<file path="config.mk">
export PLATFORM = sky130hd
export DESIGN_NAME = vote_tally
export DESIGN_NICKNAME = d
export VERILOG_FILES = /design/src/rtl/vote_tally.sv
export SDC_FILE = /design/constraint.sdc
export NUM_CORES = 1
export LEC_CHECK = 0
export CORE_ASPECT_RATIO = 0.7
export CORE_MARGIN = 2
export CORE_UTILIZATION = 52
export CTS_BUF_LIST = sky130_fd_sc_hd__clkbuf_2 sky130_fd_sc_hd__clkbuf_4 sky130_fd_sc_hd__clkbuf_8
export DETAILED_ROUTE_END_ITERATION = 10
export DONT_BUFFER_PORTS = 1
export PLACE_DENSITY_LB_ADDON = 0.05
export SLEW_MARGIN = 20
export SYNTH_ARGS = -nofsm -noshare
export SYNTH_HDL_FRONTEND = slang
export SYNTH_SLANG_ARGS = --single-unit
export TNS_END_PERCENT = 10
</file>
<file path="constraint.sdc">
create_clock -name clock -period 4.9 [get_ports clock]
set_input_delay 0.735 -clock clock [delete_from_list [all_inputs] [get_ports clock]]
set_output_delay 0.735 -clock clock [all_outputs]
set_load 0.005 [all_outputs]
</file>
<file path="src/rtl/vote_tally.sv">
// Single-press vote counter with lock-out, saturation and a sequential
// winner scan that reports the highest count (lowest index on ties).
module vote_tally #(
  parameter int NUM_CAND = 4,
  parameter int CNT_W    = 7
) (
  input  logic                      clock,
  input  logic                      reset,
  input  logic                      mode,
  input  logic [NUM_CAND-1:0]       vote_valid,
  output logic                      vote_ack,
  output logic                      vote_reject,
  output logic [NUM_CAND*CNT_W-1:0] tally,
  output logic [CNT_W+3:0]          total,
  output logic                      sat_flag,
  output logic [3:0]                winner_idx,
  output logic                      winner_tie,
  output logic                      result_valid
);

  localparam int IW = 5;
  localparam int TW = CNT_W + 4;
  localparam logic [CNT_W-1:0] CNT_MAX = '1;

  typedef enum logic [1:0] {
    ARMED,
    LOCKED,
    SCAN,
    RESULT
  } state_e;

  state_e            state_q, state_d;
  logic [CNT_W-1:0]  cnt_q [NUM_CAND];
  logic [CNT_W-1:0]  cnt_d [NUM_CAND];
  logic [TW-1:0]     total_q, total_d;
  logic              sat_q, sat_d;
  logic              ack_q, ack_d;
  logic              rej_q, rej_d;
  logic              rv_q, rv_d;
  logic [IW-1:0]     idx_q, idx_d;
  logic [CNT_W-1:0]  best_q, best_d;
  logic [3:0]        bidx_q, bidx_d;
  logic              btie_q, btie_d;
  logic [3:0]        win_q, win_d;
  logic              wtie_q, wtie_d;

  logic              any_press;
  logic              one_hot;
  logic              press_sat;
  logic [CNT_W-1:0]  scan_cnt;

  // Classify the press pattern and fetch the counter under the scan index
  always_comb begin
    any_press = |vote_valid;
    one_hot   = any_press &&
                ((vote_valid & (vote_valid - NUM_CAND'(1))) == '0);
    press_sat = 1'b0;
    scan_cnt  = '0;
    for (int i = 0; i < NUM_CAND; i++) begin
      if (vote_valid[i] && cnt_q[i] == CNT_MAX) press_sat = 1'b1;
      if (idx_q == IW'(i)) scan_cnt = cnt_q[i];
    end
  end

  // Next-state, counter and result computation
  always_comb begin
    state_d = state_q;
    cnt_d   = cnt_q;
    total_d = total_q;
    sat_d   = sat_q;
    ack_d   = 1'b0;
    rej_d   = 1'b0;
    rv_d    = 1'b0;
    idx_d   = idx_q;
    best_d  = best_q;
    bidx_d  = bidx_q;
    btie_d  = btie_q;
    win_d   = win_q;
    wtie_d  = wtie_q;
    unique case (state_q)
      ARMED, LOCKED: begin
        if (mode) begin
          state_d = SCAN;
          idx_d   = '0;
          best_d  = '0;
          bidx_d  = '0;
          btie_d  = 1'b0;
        end else if (state_q == LOCKED) begin
          if (!any_press) state_d = ARMED;
        end else if (any_press) begin
          state_d = LOCKED;
          if (!one_hot) begin
            rej_d = 1'b1;
          end else if (press_sat) begin
            rej_d = 1'b1;
            sat_d = 1'b1;
          end else begin
            ack_d   = 1'b1;
            total_d = total_q + TW'(1);
            for (int i = 0; i < NUM_CAND; i++) begin
              if (vote_valid[i]) cnt_d[i] = cnt_q[i] + CNT_W'(1);
            end
          end
        end
      end
      SCAN: begin
        if (!mode) begin
          state_d = LOCKED;
        end else if (idx_q == IW'(NUM_CAND)) begin
          state_d = RESULT;
          win_d   = bidx_q;
          wtie_d  = btie_q;
          rv_d    = 1'b1;
        end else begin
          idx_d = idx_q + IW'(1);
          if (scan_cnt > best_q) begin
            best_d = scan_cnt;
            bidx_d = idx_q[3:0];
            btie_d = 1'b0;
          end else if (scan_cnt == best_q && idx_q != '0) begin
            btie_d = 1'b1;
          end
        end
      end
      RESULT: begin
        if (!mode) state_d = LOCKED;
        else rv_d = 1'b1;
      end
      default: state_d = ARMED;
    endcase
  end

  // State and output registers with synchronous reset
  always_ff @(posedge clock) begin
    if (reset) begin
      state_q <= ARMED;
      for (int i = 0; i < NUM_CAND; i++) cnt_q[i] <= '0;
      total_q <= '0;
      sat_q   <= 1'b0;
      ack_q   <= 1'b0;
      rej_q   <= 1'b0;
      rv_q    <= 1'b0;
      idx_q   <= '0;
      best_q  <= '0;
      bidx_q  <= '0;
      btie_q  <= 1'b0;
      win_q   <= '0;
      wtie_q  <= 1'b0;
    end else begin
      state_q <= state_d;
      cnt_q   <= cnt_d;
      total_q <= total_d;
      sat_q   <= sat_d;
      ack_q   <= ack_d;
      rej_q   <= rej_d;
      rv_q    <= rv_d;
      idx_q   <= idx_d;
      best_q  <= best_d;
      bidx_q  <= bidx_d;
      btie_q  <= btie_d;
      win_q   <= win_d;
      wtie_q  <= wtie_d;
    end
  end

  for (genvar g = 0; g < NUM_CAND; g++) begin : g_tally
    assign tally[g*CNT_W +: CNT_W] = cnt_q[g];
  end

  assign total        = total_q;
  assign sat_flag     = sat_q;
  assign vote_ack     = ack_q;
  assign vote_reject  = rej_q;
  assign result_valid = rv_q;
  assign winner_idx   = win_q;
  assign winner_tie   = wtie_q;

endmodule

</file>
==> results.sh, run 1 <==
export IMPL_tritoncts="done"
export IMPL_first_iter_violations=157
export IMPL_cpPeakStageDelay_ns=0.76
export IMPL_finalCritPeriodShare_pct=81.4
export IMPL_r2r_start="idx_q[0]"
export IMPL_coreArea_mm2=0.00663
export IMPL_viasPerCell=5.87
export IMPL_overflow=0
export IMPL_drive_gt1_share_pct=7.75
export IMPL_nNetsFinal=444
export IMPL_area_delta_synth_final_pct=6.70
export IMPL_dp_cells=504
export IMPL_dp_hpwl_mm=6.17
export IMPL_vdd_drop_max_v=0.000154
export IMPL_drc=0
export IMPL_netlist_instances=433
export IMPL_ys_seq_area_share_pct=38.2
export IMPL_fin_cells=520
export IMPL_r2r_setup_slack_ns=0.91
export IMPL_fin_crit_ns=3.99
export IMPL_final_hold_viol_count=0
export IMPL_cts_inserted_buffers=9
export IMPL_cts_sinks=67
export IMPL_antenna_found_initial=0
export IMPL_drv_slew=0
export IMPL_setup_slack_ns=0.910
export IMPL_preCtsSetupSlack_ns=1.01
export IMPL_p_leak_nw=1.24
export IMPL_path_depth=12
export IMPL_cap_violations=0
export IMPL_clk_latency_ns=0.35
export IMPL_critPathRequiredTime_ns=5.14
export IMPL_place_congestion=0.858
export IMPL_fillers=632
export IMPL_rsz0062_at_grt="no"
export IMPL_path_class="register to register"
export IMPL_port_buffers=0
export IMPL_dieArea_mm2=0.00743
export IMPL_crit_path_start_kind="register"
export IMPL_antennaDiodeCount=0
export IMPL_synth_seq_cells=67
export IMPL_clk_pin_slew_worst_paths_ns=0.08
export IMPL_syn_area_mm2=0.00351
export IMPL_crit_end="best_q[0]"
export IMPL_r2r_cells=12
export IMPL_multi_input_area_mm2=0.00198
export IMPL_yosysUniqueCellTypes=43
export IMPL_ctsResizeCount=0
export IMPL_drt_first_pass_iters=4
export IMPL_avgSynthCellArea_um2=8.11
export IMPL_end_kind="register"
export IMPL_cpMaxStageDelayCell="o31ai_1"
export IMPL_synth_nets=456
export IMPL_crit_fanout=14
export IMPL_crit_chain="inv_1 -> ha_1 -> a21oi_1 -> o21ai_0 -> a22oi_1 -> nor2_1 -> ha_1 -> and4_1 -> and2_1 -> o31ai_1 -> a21oi_1 -> mux2_2"
export IMPL_cts_root_buf="clkbuf_8"
export IMPL_status="finished, final reports clean"
export IMPL_grt_total_usage_pct=24.7
export IMPL_design_area_mm2=0.00374
export IMPL_relSlewSlack_pct=29.8
export IMPL_cp_top_family="compound AO/OA/AOI/OAI gates"
export IMPL_place_area_mm2=0.00354
export IMPL_tns_ns=0
export IMPL_hp_class="input pin to register"
export IMPL_post_cts_setup_buffers=0
export IMPL_routed_wl_mm=8.57
export IMPL_htree_levels=3
export IMPL_num_rows=25
export IMPL_start_util_pct=52.9
export IMPL_die_x_um=102
export IMPL_wl_per_cell_um=16.5
export IMPL_grt_max_degree=76
export IMPL_die_height_um=72.7
export IMPL_clock_path_buffers=2
export IMPL_yosysWarnings=0
export IMPL_vias=3054
export IMPL_grt_pass1_wl_mm=14.0
export IMPL_grt_pass1_vias=2760
export IMPL_reg2reg_to="best_q[0]"
export IMPL_max_freq_mhz=251
export IMPL_regArea_mm2=0.00134
export IMPL_ys_flop_type="dfxtp_1"
export IMPL_p_per_area_mw_per_mm2=284
export IMPL_ios=55
export IMPL_synth_edf_count=0
export IMPL_ant_nets=0
export IMPL_worstSetupStartpoint="idx_q[0]"
export IMPL_path_buf_inv=1
export IMPL_finClkSkew_ns=0.00871
export IMPL_critPathArrivalTime_ns=4.23
export IMPL_postCtsHoldBufs=0
export IMPL_synthArstFlopShare_pct=0
export IMPL_power_mw=1.06
export IMPL_worstMarginPinSlew_ns=1.05
export IMPL_setup_viol=0
==> area by class of cell <==
| type | count | area share, % |
|---|---|---|
| multi-input cells | 316 | 52.8 |
| flip-flops and latches | 67 | 35.8 |
| clock buffers | 9 | 3.31 |
| well taps | 94 | 3.14 |
| inverters | 25 | 2.51 |
| clock inverters | 7 | 2.04 |
| repair buffers | 2 | 0.401 |
==> synth_stat cells (3+ instances only) <==
library cell   n  area (um2)
a2111o_1       6        67.6
nand2b_1       9        56.3
nand3_1       18        90.1
a31oi_1        4        25.0
nor2b_1       10        62.6
clkbuf_1      21        78.8
o2bb2ai_1      4        35.0
o21ai_0       26         130
a21oi_1       42         210
nor4_1         6        37.5
o31ai_1        8        60.1
and3_1         3        18.8
nand4_1       13        81.3
mux2i_1        5        50.1
xor2_1         8        70.1
inv_1         24        90.1
buf_2          3        15.0
nand2_1       32         120
a22oi_1        7        52.6
nor3_1         9        45.0
ha_1          16         200
mux2_2         8        90.1
nor2_1        42         158
or3_1         17         106
dfxtp_1       67        1340
==> report_power, final <==
group          total, mW  switching, mW  leakage [nW]  internal (mW)
Clock              0.466          0.229        0.0958          0.237
Sequential         0.553        0.00504         0.540          0.548
Combinational     0.0440         0.0304         0.603         0.0136
==> layer usage <==
metal	GRT usage, %	part of all wire (%)
met4	8.30	1.3
met2	34.4	41
met5	0	0
met1	35.1	49
met3	9.29	8.8
==> layout by cell type (no fill, tap or decap), drive strengths merged, types with 4 or more instances in the layout <==
master	Yosys	layout
dfxtp	67	67
a21oi	43	43
nor2	42	42
nand2	32	32
o21ai	26	26
inv	25	26
nand3	18	18
or3	17	17
ha	16	16
nand4	14	14
nor2b	10	10
nor3	9	9
nand2b	9	9
clkbuf	21	9
xor2	8	8
o31ai	8	8
mux2	8	8
a22oi	7	7
a2111o	6	6
nor4	6	6
mux2i	5	5
a31oi	4	4
o2bb2ai	4	4
==> per-stage QoR <==
stage / util, % / hold slack, ns
6_report: 56.5 / 0.453
5_1_grt: 56.5 / 0.433
4_1_cts: 56.5 / 0.432
3_5_place_dp: 53.5 / 0.469
3_3_place_gp: 53.5 / 0.469
2_1_floorplan: - / 0.453
==> worst register-to-register path, cell delays in order, from the launching register on <==
cell and delay, ns:
dfxtp_1 0.45, inv_1 0.10, ha_1 0.36, a21oi_1 0.17
o21ai_0 0.12, a22oi_1 0.28, nor2_1 0.08, ha_1 0.28
and4_1 0.21, and2_1 0.14, o31ai_1 0.76, a21oi_1 0.53
mux2_2 0.41
==> how the worst min path moves through the flow <==
stage	cells past startpoint	startpoint	slack, ns	to
global placement	2	best_q[5]	0.47	best_q[5]
detailed placement	2	best_q[3]	0.47	best_q[3]
CTS	1	reset	0.43	state_q[0]
floorplan	2	best_q[1]	0.45	best_q[1]
global route	1	reset	0.43	tally[23]
finish	1	reset	0.45	winner_idx[3]
==> state kept, by name, indices dropped and copies added (netlist names), 2 cells and up <==
register	flops
best_q	7
state_q	2
idx_q	5
total	11
tally	28
winner_idx	4
bidx_q	4
==> kinds of logic after synthesis <==
| kind of cell | count (synthesis) | share of synthesized area (%) |
|---|---|---|
| simple gates | 168 | 24.4 |
| buf+inv | 50 | 5.45 |
| flops | 67 | 38.2 |
| xor+xnor | 10 | 2.50 |
| compound gates | 109 | 19.7 |
| fa+ha+maj | 16 | 5.70 |
| mux | 13 | 3.99 |
Note: power is estimated with default switching activity, not from simulation.
==> inputs of run 2 (changes only) <==
--- a/config.mk
+++ b/config.mk
@@ -5,6 +5,7 @@
 export SDC_FILE = /design/constraint.sdc
 export NUM_CORES = 1
 export LEC_CHECK = 0
+export ABC_AREA = 1
 export CORE_ASPECT_RATIO = 0.7
 export CORE_MARGIN = 2
 export CORE_UTILIZATION = 52
==> constraint.sdc (replaced) <==
create_clock -name clock -period 3.35 [get_ports clock]
set_input_delay 0.5025 -clock clock [delete_from_list [all_inputs] [get_ports clock]]
set_output_delay 0.5025 -clock clock [all_outputs]
set_load 0.005 [all_outputs]
==> results.sh, run 2 <==
export IMPL_finalCritPeriodShare_pct=89.6
export IMPL_crit_chain="nor2_4 -> nand2_2 -> inv_2 -> nand2_4 -> inv_1 -> nand2_1 -> nand3_1 -> nand2_1 -> ha_1 -> nand2_1 -> nor2_1 -> nand3_1 -> nand2_1 -> nand2_1 -> nand2_2 -> nand2_1 -> a21oi_1"
export IMPL_vias=3834
export IMPL_grt_total_usage_pct=25.8
export IMPL_crit_fanout=12
export IMPL_yosysUniqueCellTypes=32
export IMPL_max_freq_mhz=333
export IMPL_cts_sinks=67
export IMPL_ant_nets=0
export IMPL_end_kind="register"
export IMPL_post_cts_setup_buffers=0
export IMPL_vdd_drop_max_v=0.000243
export IMPL_netlist_top_cells_count="nand2_1, nor2_1, inv_1, dfxtp_1, nand3_1"
export IMPL_ys_flop_type="dfxtp_1"
export IMPL_worstMarginPinSlew_ns=0.810
export IMPL_drt_first_pass_iters=5
export IMPL_cp_top_family="simple AND/OR/NAND/NOR gates"
export IMPL_cpMaxStageDelayCell="dfxtp_1"
export IMPL_cts_inserted_buffers=9
export IMPL_final_common_cell="nand2_1"
export IMPL_die_x_um=109
export IMPL_ios=55
export IMPL_drv_slew=0
export IMPL_synth_seq_cells=67
export IMPL_coreArea_mm2=0.00738
export IMPL_place_congestion=0.872
export IMPL_final_hold_viol_count=0
export IMPL_setup_viol=0
export IMPL_synthArstFlopShare_pct=0
export IMPL_fin_cells=707
export IMPL_hp_class="input pin to register"
export IMPL_path_class="register to register"
export IMPL_critPathArrivalTime_ns=3.28
export IMPL_dieArea_mm2=0.00843
export IMPL_overflow=0
export IMPL_clk_pin_slew_worst_paths_ns=0.07
export IMPL_ctsResizeCount=0
export IMPL_clock_path_buffers=2
export IMPL_wl_per_cell_um=14.5
export IMPL_finClkSkew_ns=0.00883
export IMPL_die_height_um=77.4
export IMPL_area_delta_synth_final_pct=5.56
export IMPL_tritoncts="done"
export IMPL_dp_hpwl_mm=7.37
export IMPL_viasPerCell=5.42
export IMPL_synth_top_cell_by_area="dfxtp_1"
export IMPL_preCtsSetupSlack_ns=0.485
export IMPL_grt_pass1_wl_mm=17.0
export IMPL_comb_power_share_pct=11.6
export IMPL_p_seq_share_pct=49.7
export IMPL_syn_area_mm2=0.00401
export IMPL_power_mw=1.66
export IMPL_p_leak_nw=1.82
export IMPL_cap_violations=0
export IMPL_ys_top_cells_by_area="dfxtp_1, nand2_1, nor2_1"
export IMPL_crit_path_start_kind="register"
export IMPL_p_int_mw=1.19
export IMPL_synth_most_common_cell="nand2_1"
export IMPL_tns_ns=0
export IMPL_avgSynthCellArea_um2=6.57
export IMPL_ys_seq_area_share_pct=33.5
export IMPL_synth_nets=633
export IMPL_grt_pass1_vias=3485
export IMPL_status="finished, final reports clean"
export IMPL_start_util_pct=54.3
export IMPL_dp_cells=691
export IMPL_p_per_area_mw_per_mm2=392
export IMPL_drive_gt1_share_pct=7.88
export IMPL_htree_levels=3
export IMPL_clkPwrFrac_pct=38.7
export IMPL_final_core_util_pct=57.3
export IMPL_largest_register_ff_count=28
export IMPL_grt_max_degree=44
export IMPL_cts_root_buf="clkbuf_8"
export IMPL_final_cell_mix="nand2_1, nor2_1, inv_1, dfxtp_1, nand3_1"
export IMPL_nNetsFinal=627
export IMPL_r2r_setup_slack_ns=0.35
export IMPL_port_buffers=0
export IMPL_antenna_found_initial=0
export IMPL_num_rows=26
export IMPL_postCtsHoldBufs=0
export IMPL_setup_slack_ns=0.349
export IMPL_antennaDiodeCount=0
export IMPL_first_iter_violations=277
export IMPL_netlist_instances=610
export IMPL_cpPeakStageDelay_ns=0.39
export IMPL_routed_wl_mm=10.3
export IMPL_fillers=747
export IMPL_synth_top_cell_area_share_pct=33.5
export IMPL_switchingPower_mw=0.464
export IMPL_yosysWarnings=0
export IMPL_path_buf_inv=2
export IMPL_synth_edf_count=0
export IMPL_relSlewSlack_pct=45.9
export IMPL_rsz0062_at_grt="no"
export IMPL_critPathRequiredTime_ns=3.63
export IMPL_fin_crit_ns=3.00
export IMPL_crit_path_frequent_cell="nand2_1"
export IMPL_clk_latency_ns=0.36
export IMPL_drc=0
export IMPL_sw_frac_of_total_pct=28.0
==> run 2: cell families (layout without fill, tap and decap cells) <==
logic type	Yosys count	after routing	synth area share, %
fa+ha+maj	16	16	5.00
xor+xnor	10	10	2.19
simple gates	352	352	40.4
compound gates	58	58	8.34
flops	67	67	33.5
buf+inv	107	106	10.6
==> run 2: final timing paths <==
path / from / endpoint / cells after the start
worst max-delay path: idx_q[2] / bidx_q[3] / 17
worst min-delay path: reset / tally[13] / 1
worst max register to register: idx_q[2] / bidx_q[3] / 17
worst min register to register: bidx_q[1] / bidx_q[1] / 2
==> run 2: metrics by stage <==
step	hold WS [ns]	area, um2
finish	0.210	4230
global route	0.191	4230
CTS	0.197	4230
detailed placement	0.452	4050
global placement	0.446	4050
floorplan	0.430	4010
==> run 2: power groups by stage <==
| stage | Sequential [mW] | Combinational [mW] | Clock (mW) |
|---|---|---|---|
| 2_1_floorplan | 0.838 | 0.157 | 0 |
| 3_3_place_gp | 0.842 | 0.184 | 0 |
| 3_5_place_dp | 0.842 | 0.187 | 0 |
| 4_1_cts | 0.824 | 0.188 | 0.659 |
| 5_1_grt | 0.825 | 0.214 | 0.692 |
| 6_report | 0.824 | 0.192 | 0.642 |
==> run 2: routing by layer <==
layer	vias to the layer above	global-route usage, %	wire length [um]
met1	1744	37.3	4960
met3	14	7.14	791
li1	1956	-	-
met4	0	8.72	140
met2	120	36.7	4370
met5	-	0	0
==> run 2: cell type report <==
cell class | count | area [um2] | area share [%]
multi-input cells | 436 | 2240 | 53.0
clock inverters | 2 | 10.0 | 0.237
repair buffers | 1 | 7.51 | 0.178
flip-flops and latches | 67 | 1340 | 31.7
well taps | 98 | 123 | 2.90
inverters | 89 | 334 | 7.90
clock buffers | 14 | 174 | 4.11
